==> src/rtl/nn_pkg.sv <==
// Shared definitions for the classifier output stage.
package nn_pkg;

   localparam int DEFAULT_NUM_CLASSES = 10;
   localparam int DEFAULT_SCORE_WIDTH = 48;

   typedef enum logic [1:0] {
      IDLE,
      STREAM,
      FINISH
   } state_t;

   typedef logic signed [DEFAULT_SCORE_WIDTH-1:0] score_t;

endpackage

==> src/rtl/nn_score_reader_argmax_step.sv <==
// One argmax update: take the candidate on the first beat or when strictly
// greater, so equal scores keep the lower index.
module nn_argmax_step #(
   parameter int DATA_WIDTH = 48,
   parameter int IDX_WIDTH  = 4
)(
   input  logic signed [DATA_WIDTH-1:0] best,
   input  logic        [IDX_WIDTH-1:0]  best_idx,
   input  logic signed [DATA_WIDTH-1:0] cand,
   input  logic        [IDX_WIDTH-1:0]  cand_idx,
   input  logic                         first,
   output logic signed [DATA_WIDTH-1:0] new_best,
   output logic        [IDX_WIDTH-1:0]  new_idx
);

   // select the running maximum (signed compare over the full width)
   always_comb begin
      new_best = best;
      new_idx  = best_idx;
      if (first || (cand > best)) begin
         new_best = cand;
         new_idx  = cand_idx;
      end
   end

endmodule

==> src/rtl/nn_score_reader.sv <==
// Snapshots the final-layer scores on start, streams them one per beat over
// valid/ready, and reports the argmax with a one-cycle done pulse.
module nn_score_reader
   import nn_pkg::*;
#(
   parameter int DATA_WIDTH  = DEFAULT_SCORE_WIDTH,
   parameter int NUM_CLASSES = DEFAULT_NUM_CLASSES,
   parameter int IDX_WIDTH   = (NUM_CLASSES > 1) ? $clog2(NUM_CLASSES) : 1
)(
   input  logic                         clk,
   input  logic                         rst_n,
   input  logic                         start,
   input  logic signed [DATA_WIDTH-1:0] scores [0:NUM_CLASSES-1],
   output logic                         busy,
   output logic                         m_valid,
   input  logic                         m_ready,
   output logic signed [DATA_WIDTH-1:0] m_score,
   output logic        [IDX_WIDTH-1:0]  m_index,
   output logic                         m_last,
   output logic                         done,
   output logic        [IDX_WIDTH-1:0]  class_idx,
   output logic signed [DATA_WIDTH-1:0] class_score
);

   localparam logic [IDX_WIDTH-1:0] LAST_IDX = IDX_WIDTH'(NUM_CLASSES - 1);

   state_t                       state;
   state_t                       state_nxt;
   logic        [IDX_WIDTH-1:0]  ptr;
   logic signed [DATA_WIDTH-1:0] snap [0:NUM_CLASSES-1];
   logic signed [DATA_WIDTH-1:0] best;
   logic signed [DATA_WIDTH-1:0] best_nxt;
   logic        [IDX_WIDTH-1:0]  best_idx;
   logic        [IDX_WIDTH-1:0]  best_idx_nxt;
   logic                         at_last;
   logic                         xfer;

   assign at_last = (ptr == LAST_IDX);
   assign xfer    = m_valid && m_ready;

   nn_argmax_step #(
      .DATA_WIDTH (DATA_WIDTH),
      .IDX_WIDTH  (IDX_WIDTH)
   ) u_step (
      .best     (best),
      .best_idx (best_idx),
      .cand     (snap[ptr]),
      .cand_idx (ptr),
      .first    (ptr == '0),
      .new_best (best_nxt),
      .new_idx  (best_idx_nxt)
   );

   // state register
   always_ff @(posedge clk or negedge rst_n) begin
      if (!rst_n) begin
         state <= IDLE;
      end else begin
         state <= state_nxt;
      end
   end

   // next-state: start accepted only when idle, FINISH lasts one cycle
   always_comb begin
      state_nxt = state;
      case (state)
         IDLE:    if (start) state_nxt = STREAM;
         STREAM:  if (xfer && at_last) state_nxt = FINISH;
         FINISH:  state_nxt = IDLE;
         default: state_nxt = IDLE;
      endcase
   end

   // stream and status outputs decoded from state; held stable while stalled
   always_comb begin
      m_valid = (state == STREAM);
      busy    = (state == STREAM);
      done    = (state == FINISH);
      m_last  = 1'b0;
      m_index = '0;
      m_score = '0;
      if (state == STREAM) begin
         m_last  = at_last;
         m_index = ptr;
         m_score = snap[ptr];
      end
   end

   // snapshot capture, beat pointer, running argmax and held result
   always_ff @(posedge clk or negedge rst_n) begin
      if (!rst_n) begin
         ptr         <= '0;
         best        <= '0;
         best_idx    <= '0;
         class_idx   <= '0;
         class_score <= '0;
         for (int unsigned i = 0; i < NUM_CLASSES; i++) begin
            snap[i] <= '0;
         end
      end else begin
         if (state == IDLE && start) begin
            ptr <= '0;
            for (int unsigned i = 0; i < NUM_CLASSES; i++) begin
               snap[i] <= scores[i];
            end
         end
         if (xfer) begin
            best     <= best_nxt;
            best_idx <= best_idx_nxt;
            // the result registers take the final compare directly so they
            // are already valid in the done cycle
            if (at_last) begin
               class_idx   <= best_idx_nxt;
               class_score <= best_nxt;
            end else begin
               ptr <= ptr + 1'b1;
            end
         end
      end
   end

endmodule

==> config.mk <==
export PLATFORM = sky130hd
export DESIGN_NAME = nn_score_reader
export DESIGN_NICKNAME = d
export VERILOG_FILES = /design/src/rtl/nn_pkg.sv /design/src/rtl/nn_score_reader_argmax_step.sv /design/src/rtl/nn_score_reader.sv
export SDC_FILE = /design/constraint.sdc
export NUM_CORES = 1
export LEC_CHECK = 0
export ABC_CLOCK_PERIOD_IN_PS = 9400
export BUFFER_PORTS_ARGS = -buffer_cell sky130_fd_sc_hd__buf_2
export CAP_MARGIN = 20
export CORE_AREA = 2 2 232 234
export CTS_CLUSTER_DIAMETER = 40
export DETAILED_ROUTE_END_ITERATION = 10
export DIE_AREA = 0 0 234 236
export PLACE_DENSITY = 0.79
export SYNTH_ARGS = -nofsm -noshare
export SYNTH_HDL_FRONTEND = slang
export SYNTH_SLANG_ARGS = --single-unit
==> constraint.sdc <==
create_clock -name clk -period 9.4 [get_ports clk]
set_clock_uncertainty 0.15 [all_clocks]
set_input_delay 0.94 -clock clk [delete_from_list [all_inputs] [get_ports clk]]
set_output_delay 0.94 -clock clk [all_outputs]
set_load 0.02 [all_outputs]
Yosys cells after proc, flatten, opt, wreduce, memory -nomap -nowiden --
Index checks and enable logic that the tools add are counted.
Word-level totals: output and inout port bits 108, word-level logic and storage cells 47, flip-flop bits (word level) 590, input port bits 484
Cells by class: eq/ne operators 5, bitwise gates (word level) 1, muxes and demuxes 14, reductions and logical operators 8, magnitude comparators 2, add/subtract/negate cells 1
Operator list (count):
- binary-select mux 48 bit (select 4 bit) | 1
- 2-to-1 mux 48 bit | 4
- > comparator 48 bit | 1
- 2-to-1 mux 4 bit | 5
- >= comparator 5 bit, second input constant | 1
- inverter 4 -> 5 bit | 1
- adder 4 x 1 -> 4 bit, second input constant | 1
- equality test 4 bit, second input constant | 1
- zero test 4 bit | 1
- 2-to-1 mux 2 bit | 2
- one-hot mux 2 bit (2 select lines) | 1
- AND reduction 2 bit | 2
- logical AND 1 bit | 3
- equality test 2 x 1 -> 1 bit, second input constant | 1
- equality test 2 bit, second input constant | 1
- zero test 2 bit | 1
- != test 2 x 1 -> 1 bit, second input constant | 1
- != test 2 bit, second input constant | 1
- logical OR 1 bit | 1
- 2-to-1 mux 1 bit | 1

Depth between registers and ports, before layout --
Gate-level depths: netlist of run 1.
word-level depth 7, depth in mapped cells 19, mapped depth without buffers 13

Hierarchy --
A second synthesis of run 1 with hierarchy kept.
Second synthesis, totals: cells, all modules 2970, area total of the unflattened synthesis 28006.9 um^2
By module, submodules not included:
- nn_score_reader | area an instance 26135.1 um^2, cells an instance 2738, instances 1
- nn_argmax_step | area an instance 1871.8 um^2, cells an instance 232, instances 1

Worst setup path after synthesis of run 1 --
No wires, ideal clock.
kind flip-flop to flip-flop, start register ptr[0], end register best_idx[0], slack 4.586 ns, buffers on the path 7, setup time 0.128 ns, period minus slack after synthesis 4.814 ns, cell stages (with the launch flop) 19, data required time 9.122 ns, arrival 4.536 ns, cell sequence dfrtp_1 > clkbuf_1 > buf_2 > buf_1 > buf_1 > mux2i_1 > o22ai_1 > ha_1 > a21oi_1 > o21ai_1 > a22oi_1 > or4b_1 > o211a_1 > nor4_1 > buf_2 > nor2b_1 > buf_4 > buf_6 > mux2_1
Between the ends: word-level cells in the longest chain between the ends 7, elaborated cells on any way between the ends 8, classes of those cells order compare (1); mux (4); bitwise (1); reduce/logical (2)
Ends and longest elaborated chain:
- start, declared | RTL line nn_score_reader.sv:29 | logic [IDX_WIDTH-1:0] ptr;
- start signal, assigned | RTL line nn_score_reader.sv:116 | ptr <= ptr + 1'b1;
- inverter 4 -> 5 bit (not written as such) | RTL line nn_score_reader.sv:47 | .cand (snap[ptr]),
- binary-select mux 48 bit (select 4 bit) | RTL line nn_score_reader.sv:47
- 2-to-1 mux 48 bit (not written as such) (2 in a row) | RTL line nn_score_reader.sv:47
- > comparator 48 bit | RTL line nn_score_reader_argmax_step.sv:20 | if (first || (cand > best)) begin
- logical OR 1 bit | RTL line nn_score_reader_argmax_step.sv:20
- 2-to-1 mux 4 bit * | RTL line nn_score_reader_argmax_step.sv:20
- end signal, assigned | RTL line nn_score_reader.sv:109 | best_idx <= best_idx_nxt;
- end, declared | RTL line nn_score_reader.sv:33 | logic [IDX_WIDTH-1:0] best_idx;
Every way passes the cells marked *; elsewhere a longest branch is shown, timed or not. The select of a mux whose other input is x is not followed. A chain may end at the register's enable or synchronous reset.

Worst setup path after layout of run 1 --
start register ptr[1], end register best[16]
Between the ends: word-level cells in the longest chain between the ends 7, elaborated cells on any way between the ends 8, classes of those cells order compare (1); mux (4); bitwise (1); reduce/logical (2)
Ends and longest elaborated chain:
- inverter 4 -> 5 bit (not written as such) | RTL line nn_score_reader.sv:47
- binary-select mux 48 bit (select 4 bit) | RTL line nn_score_reader.sv:47
- 2-to-1 mux 48 bit (not written as such) (2 in a row) | RTL line nn_score_reader.sv:47
- > comparator 48 bit | RTL line nn_score_reader_argmax_step.sv:20
- logical OR 1 bit | RTL line nn_score_reader_argmax_step.sv:20
- 2-to-1 mux 48 bit * | RTL line nn_score_reader_argmax_step.sv:20
- end signal, assigned | RTL line nn_score_reader.sv:108 | best <= best_nxt;
- end, declared | RTL line nn_score_reader.sv:31 | logic signed [DATA_WIDTH-1:0] best;
Marked as above.

==> flow_summary.yaml, run 1 <==
pwr:
  cellInternalPower_mw: 8.98
  ir_drop_mv: 0.656
  pwr-share-seq: 0.309
  sw_frac_of_total: 0.382
  p_clk_frac: 0.235
  power_density_nw_per_um2: 425
  power.net_switching_mw: 5.55
  power_frac_comb: 0.457
  leakage_nw: 16.6
yosys:
  synth_area_um2: 27500
  yosys.area.top_type_share: 0.538
  netlist-cell-type-count: 43
  async_reset_ff_frac: 1.00
  synthTopCellsByArea: "dfrtp_1 54%, mux2_2 20%, mux4_2 7.9%"
  ys_warn_count: 0
  synth_edf_count: 0
  synth_top_area_cell: "dfrtp_1"
  synth_common_cells: "590 x dfrtp_1, 480 x mux2_2, 146 x mux2i_1"
  synth_nets: 2449
  syn-mean-instance-area_um2: 14.3
  yosys_register_bits: 590
  ys.flop_type: "dfrtp_1"
  synth_most_common_cell: "dfrtp_1"
  syn_inst: 1914
  yosysSeqAreaShare: 0.538
worst_setup_path:
  max_stage_delay_ps: 990
  path_max_fanout: 59
  crit_type: "reg -> reg"
  worst-endpoint-arrival_ps: 7040
  crit_chain: "nor2_1, nand2_2, buf_4, o22ai_1, ha_1, nand4_1, nor4_1, nand2b_1, o2bb2ai_1, a2111oi_0, nor4_2, nor2b_4, buf_4, mux2_1"
  startpoint_type: "flip-flop"
  critPathRequiredTime_ps: 9740
  r2r_start: "ptr[1]"
  cp-startpoint: "ptr[1]"
  slowest_stage: "dfrtp_4"
  cp-end-kind: "flip-flop"
  crit_top_cell: "buf_4"
placement:
  dp_hpwl_mm: 54.1
  portBuffers: 591
  place.gp.congestion: 0.901
die:
  placeableCoreArea_um2: 53100
  std_cell_rows: 85
  die_w_um: 234
  die-area_um2: 55200
  die_h_um: 236
  start_util: 0.517
  io_pins: 592
sta:
  relSlewSlack: 0.160
  finalSetupViolations: 0
  tns_ps: 0
  finalCritPeriodShare: 0.712
  fmaxAchievable_mhz: 149
  worst_slew_pin_slew_ps: 1260
  hold_viol: 0
  rsz0062_at_grt: "false"
  fin_crit_ps: 6700
  maxSlewViolCount: 0
clocking:
  cts.sinks: 590
  cts.reportedPaths.clkPinSlew_ps: 50
  postCtsSetupRepairBufs: 0
  cts_buffer_depth: 3
  cts.htree.levels: 3
  cts_tree: "built"
  clock_latency_ps: 630
  cts-root-buf: "clkbuf_16"
  postCtsResizedCells: 0
  cts_buffers: 87
  ctsHoldBuffers: 0
global_routing:
  grt_pass1_vias: 19900
  grt_pass1_wl_mm: 117
  antenna_found_initial: 37
  grt_max_degree: 213
  overflow: 0
  track_usage: 0.281
layout:
  drive_gt1_frac: 0.529
  fin_util: 0.644
  layout-area-overhead-vs-synth_pct: 24.5
  n_fill_cell: 3792
  multi_input_area_um2: 12000
  fin_nets: 3020
  seq_area_um2: 14800
detailed_routing:
  drt_wl_total_mm: 77.5
  first_pass_iters: 5
  wire_per_inst_um: 23.6
  drtIter0Drc: 1089
  route.detailed.drc: 0
  vias: 18700
  postRouteAntennaNets: 0
  via_per_inst: 5.70
hold_path:
  hp-class: "in -> async"
job:
  maxCapViolCount: 0
run_status:
  status: "complete, no violations"
==> per-stage QoR <==
stage	cell area (µm²)	worst slack (ps)	instances	power [mW]	hold WS, ps
final	34200	2700	3287	14.5	234
after global routing	34200	2080	3283	15.3	283
after CTS	34100	2550	3254	14.6	246
after detailed placement	31000	2600	3092	11.1	316
after global placement	31000	2620	3092	10.9	310
after floorplan	27500	4590	1914	9.04	307
==> area by class of cell <==
type | count | area share
multi-input combinational | 1140 | 0.350
inverter | 56 | 0.00615
timing repair buffer | 610 | 0.0928
tap | 696 | 0.0255
sequential | 590 | 0.432
clock inverter | 59 | 0.0216
antenna | 33 | 0.00242
clock buffer | 103 | 0.0696
==> cell families (layout without fill, tap and decap cells) <==
| logic type | Yosys count | after routing | share of synthesized area |
|---|---|---|---|
| flops | 590 | 590 | 0.538 |
| fa+ha+maj | 51 | 51 | 0.0232 |
| other cells | 0 | 33 | 0 |
| simple gates | 171 | 171 | 0.0314 |
| buf+inv | 184 | 828 | 0.0273 |
| compound gates | 144 | 144 | 0.0300 |
| mux | 774 | 774 | 0.350 |
==> per-layer routing <==
| layer | global-route usage | part of all wire |
|---|---|---|
| met2 | 0.458 | 0.50 |
| met5 | 0 | 0.0012 |
| met4 | 0.124 | 0.037 |
| met1 | 0.361 | 0.40 |
| met3 | 0.0608 | 0.066 |
==> worst max-delay path: cells and delay by family, from the launching register on <==
family                     cells  cell delay [ps]
AOI/OAI and AO/OA              3              760
adders and majority gates      1              420
DFF                            1              990
and+or+nand+nor                7             2650
muxes                          1              370
buffers and inverters          2             1070
==> worst paths after layout <==
path	end	slack, ps	depth (start not counted)
worst max-delay path	best[16]	2700	14
worst max register to register	best[16]	2700	14
max in group asynchronous	snap[334]	6670	3
worst min-delay path	snap[201]	230	1
min in group clk	class_score[16]	330	2
worst min register to register	class_score[16]	330	2
==> power by group through the flow <==
stage / Clock (mW) / Sequential [mW] / Combinational [mW]
6_report: 3.41 / 4.48 / 6.63
5_1_grt: 3.58 / 4.59 / 7.17
4_1_cts: 3.46 / 4.46 / 6.68
3_5_place_dp: 0 / 4.48 / 6.61
3_3_place_gp: 0 / 4.41 / 6.44
2_1_floorplan: 0 / 4.20 / 4.84
==> layout by cell type, fill, tap and decap left out, types with 5 or more instances in the layout <==
cell        instances
nor2_1             12
clkinvlp_4         10
diode_2            33
nand4_1            11
bufinv_16          11
inv_1              54
and2_1             51
mux2i_1           146
mux4_2             96
clkinv_4            9
a21oi_1            24
nand2_1            66
ha_1               51
buf_2             590
o21ai_1            17
o22ai_1            48
nand3_1             9
mux2_2            480
clkbuf_8           10
clkinv_2           13
inv_6               8
mux2_1             52
nor3_1              5
dfrtp_1           586
buf_12              5
buf_4              14
clkbuf_16          89
o21ai_0            42
==> flip-flops by register name, summed over array words and instances, names as in the netlist <==
signal,cells
class_idx,4
snap,480
class_score,48
best,48
ptr,4
best_idx,4
state,2
No activity file was read; power rests on OpenSTA's default activity.
==> run 2: changes to the inputs <==
ABC_CLOCK_PERIOD_IN_PS = 5780   (was 9400)
CORE_AREA = 2 2 238 240   (was 2 2 232 234)
DIE_AREA = 0 0 240 242   (was 0 0 234 236)
clock period = 5.78 ns   (was 9.4 ns; I/O delays follow)
==> run 2 against run 1 <==
Compared with the run above: design area increased by 5.2%; critical path depth increased by 1; utilization increased by 0.10 points; die area increased by 5.2%; wire length increased by 6.7%; register-to-register slack got worse by 2300 ps; sequential share of layout area decreased by 2.1 points; sequential power increased by 61%; flip-flop and latch count unchanged; worst setup slack got worse by 2300 ps; clock power increased by 69%; critical path type unchanged; largest cell class unchanged.
==> flow_summary.yaml, run 2 (synthesis gave the netlist of run 1 again) <==
run_status:
  status: "complete, no violations"
sta:
  tns_ps: 0
  maxSlewViolCount: 0
  fmaxAchievable_mhz: 185
  finalCritPeriodShare: 0.933
  rsz0062_at_grt: "false"
  hold_viol: 0
  fin_crit_ps: 5400
  finalSetupViolations: 0
  worst_slew_pin_slew_ps: 1070
  relSlewSlack: 0.288
layout:
  fin_nets: 3176
  reg_top3: "snap (480), best (48), class_score (48)"
  layout-area-overhead-vs-synth_pct: 31.0
  regMostFlops: "snap"
  drive_gt1_frac: 0.502
  largest_reg_flops: 480
  final_common_cell: "buf_2"
  final_cell_mix: "590 x buf_2, 586 x dfrtp_1, 480 x mux2_2, 146 x mux2i_1, 142 x dlygate4sd3_1"
detailed_routing:
  vias: 19400
  drtIter0Drc: 1335
  via_per_inst: 5.57
  postRouteAntennaNets: 0
  drt_wl_total_mm: 82.7
  wire_per_inst_um: 23.7
  first_pass_iters: 5
  route.detailed.drc: 0
clocking:
  postCtsSetupRepairBufs: 0
  cts-root-buf: "clkbuf_16"
  cts.htree.levels: 3
  ctsHoldBuffers: 140
  clock_latency_ps: 640
  cts_tree: "built"
  cts_buffer_depth: 3
  cts_buffers: 90
  cts.sinks: 590
  cts.reportedPaths.clkPinSlew_ps: 60
  postCtsResizedCells: 0
pwr:
  p_total_mw: 24.2
  ir_drop_mv: 0.878
  leakage_nw: 17.3
  power_density_nw_per_um2: 672
global_routing:
  grt_max_degree: 173
  track_usage: 0.286
  overflow: 0
  grt_pass1_vias: 21600
  antenna_found_initial: 21
  grt_pass1_wl_mm: 126
die:
  die_h_um: 242
  io_pins: 592
  start_util: 0.493
  placeableCoreArea_um2: 55700
  std_cell_rows: 87
  die-area_um2: 58100
  die_w_um: 240
worst_setup_path:
  cp-end-kind: "flip-flop"
  critPathRequiredTime_ps: 6120
  worstRegToRegCells: 15
  crit_type: "reg -> reg"
  path_max_fanout: 37
  startpoint_type: "flip-flop"
  worst-endpoint-arrival_ps: 5730
placement:
  dp_hpwl_mm: 55.1
  place.gp.congestion: 0.867
  portBuffers: 591
job:
  maxCapViolCount: 0
hold_path:
  hp-class: "in -> reg"
  holdPathStages: 2
[run 2: cell count changes in the layout (fill, tap and decap cells not counted), sizes merged]
| cell | delta |
|---|---|
| buf | +11 |
| bufinv | +2 |
| diode | -11 |
| clkinvlp | -3 |
| clkbuf | +8 |
| clkinv | -7 |
| inv | +3 |
| dlygate4sd3 | +142 |
[run 2: critical path, cell delays in order, from the launching register on]
cell	delay, ps
dfrtp_4	810
buf_12	270
mux4_2	400
mux2i_1	180
o22ai_1	220
ha_1	430
nand4_1	220
nor4_1	350
buf_4	180
nand2b_1	50
o2bb2ai_1	320
a2111oi_0	140
nor4_2	550
nor2b_4	270
buf_12	260
mux2_1	360
[run 2: cell type report]
| class | instances | area, µm² |
|---|---|---|
| timing repair buffer | 763 | 4800 |
| antenna | 22 | 55.1 |
| tap | 756 | 946 |
| clock buffer | 111 | 2470 |
| inverter | 56 | 210 |
| multi-input combinational | 1140 | 12000 |
| fill | 3959 | 19800 |
| sequential | 590 | 14800 |
| clock inverter | 54 | 738 |
[run 2: worst paths after layout]
| check | from | endpoint | slack, ps |
|---|---|---|---|
| worst max register to register | ptr[1] | best[0] | 380 |
| max in group asynchronous | rst_n | snap[160] | 3440 |
| worst max-delay path | ptr[1] | best[0] | 380 |
| worst min-delay path | scores[369] | snap[369] | 20 |
| min in group asynchronous | rst_n | snap[244] | 530 |
| worst min register to register | class_score[19] | class_score[19] | 320 |
[run 2: routing by layer]
metal | part of all wire | GRT usage
met5 | 0 | 0
met1 | 0.40 | 0.356
met4 | 0.048 | 0.143
met2 | 0.50 | 0.474
met3 | 0.054 | 0.0589
[run 2: power breakdown]
part	internal [mW]	switching, mW	total [mW]
Clock	3.67	2.08	5.75
Sequential	6.00	1.22	7.22
Combinational	5.32	5.88	11.2
[run 2: per-stage QoR]
| step | area (µm²) | cells | setup slack, ps | hold slack, ps | utilization |
|---|---|---|---|---|---|
| final | 36000 | 3492 | 385 | 23.5 | 0.645 |
| after global routing | 36000 | 3490 | 0.103 | 0.663 | 0.645 |
| after CTS | 35900 | 3468 | 321 | 0.0839 | 0.644 |
| after detailed placement | 31300 | 3163 | 396 | 315 | 0.561 |
| after global placement | 31300 | 3162 | 547 | 310 | 0.561 |
| after floorplan | 27500 | 1914 | 966 | 132 | - |
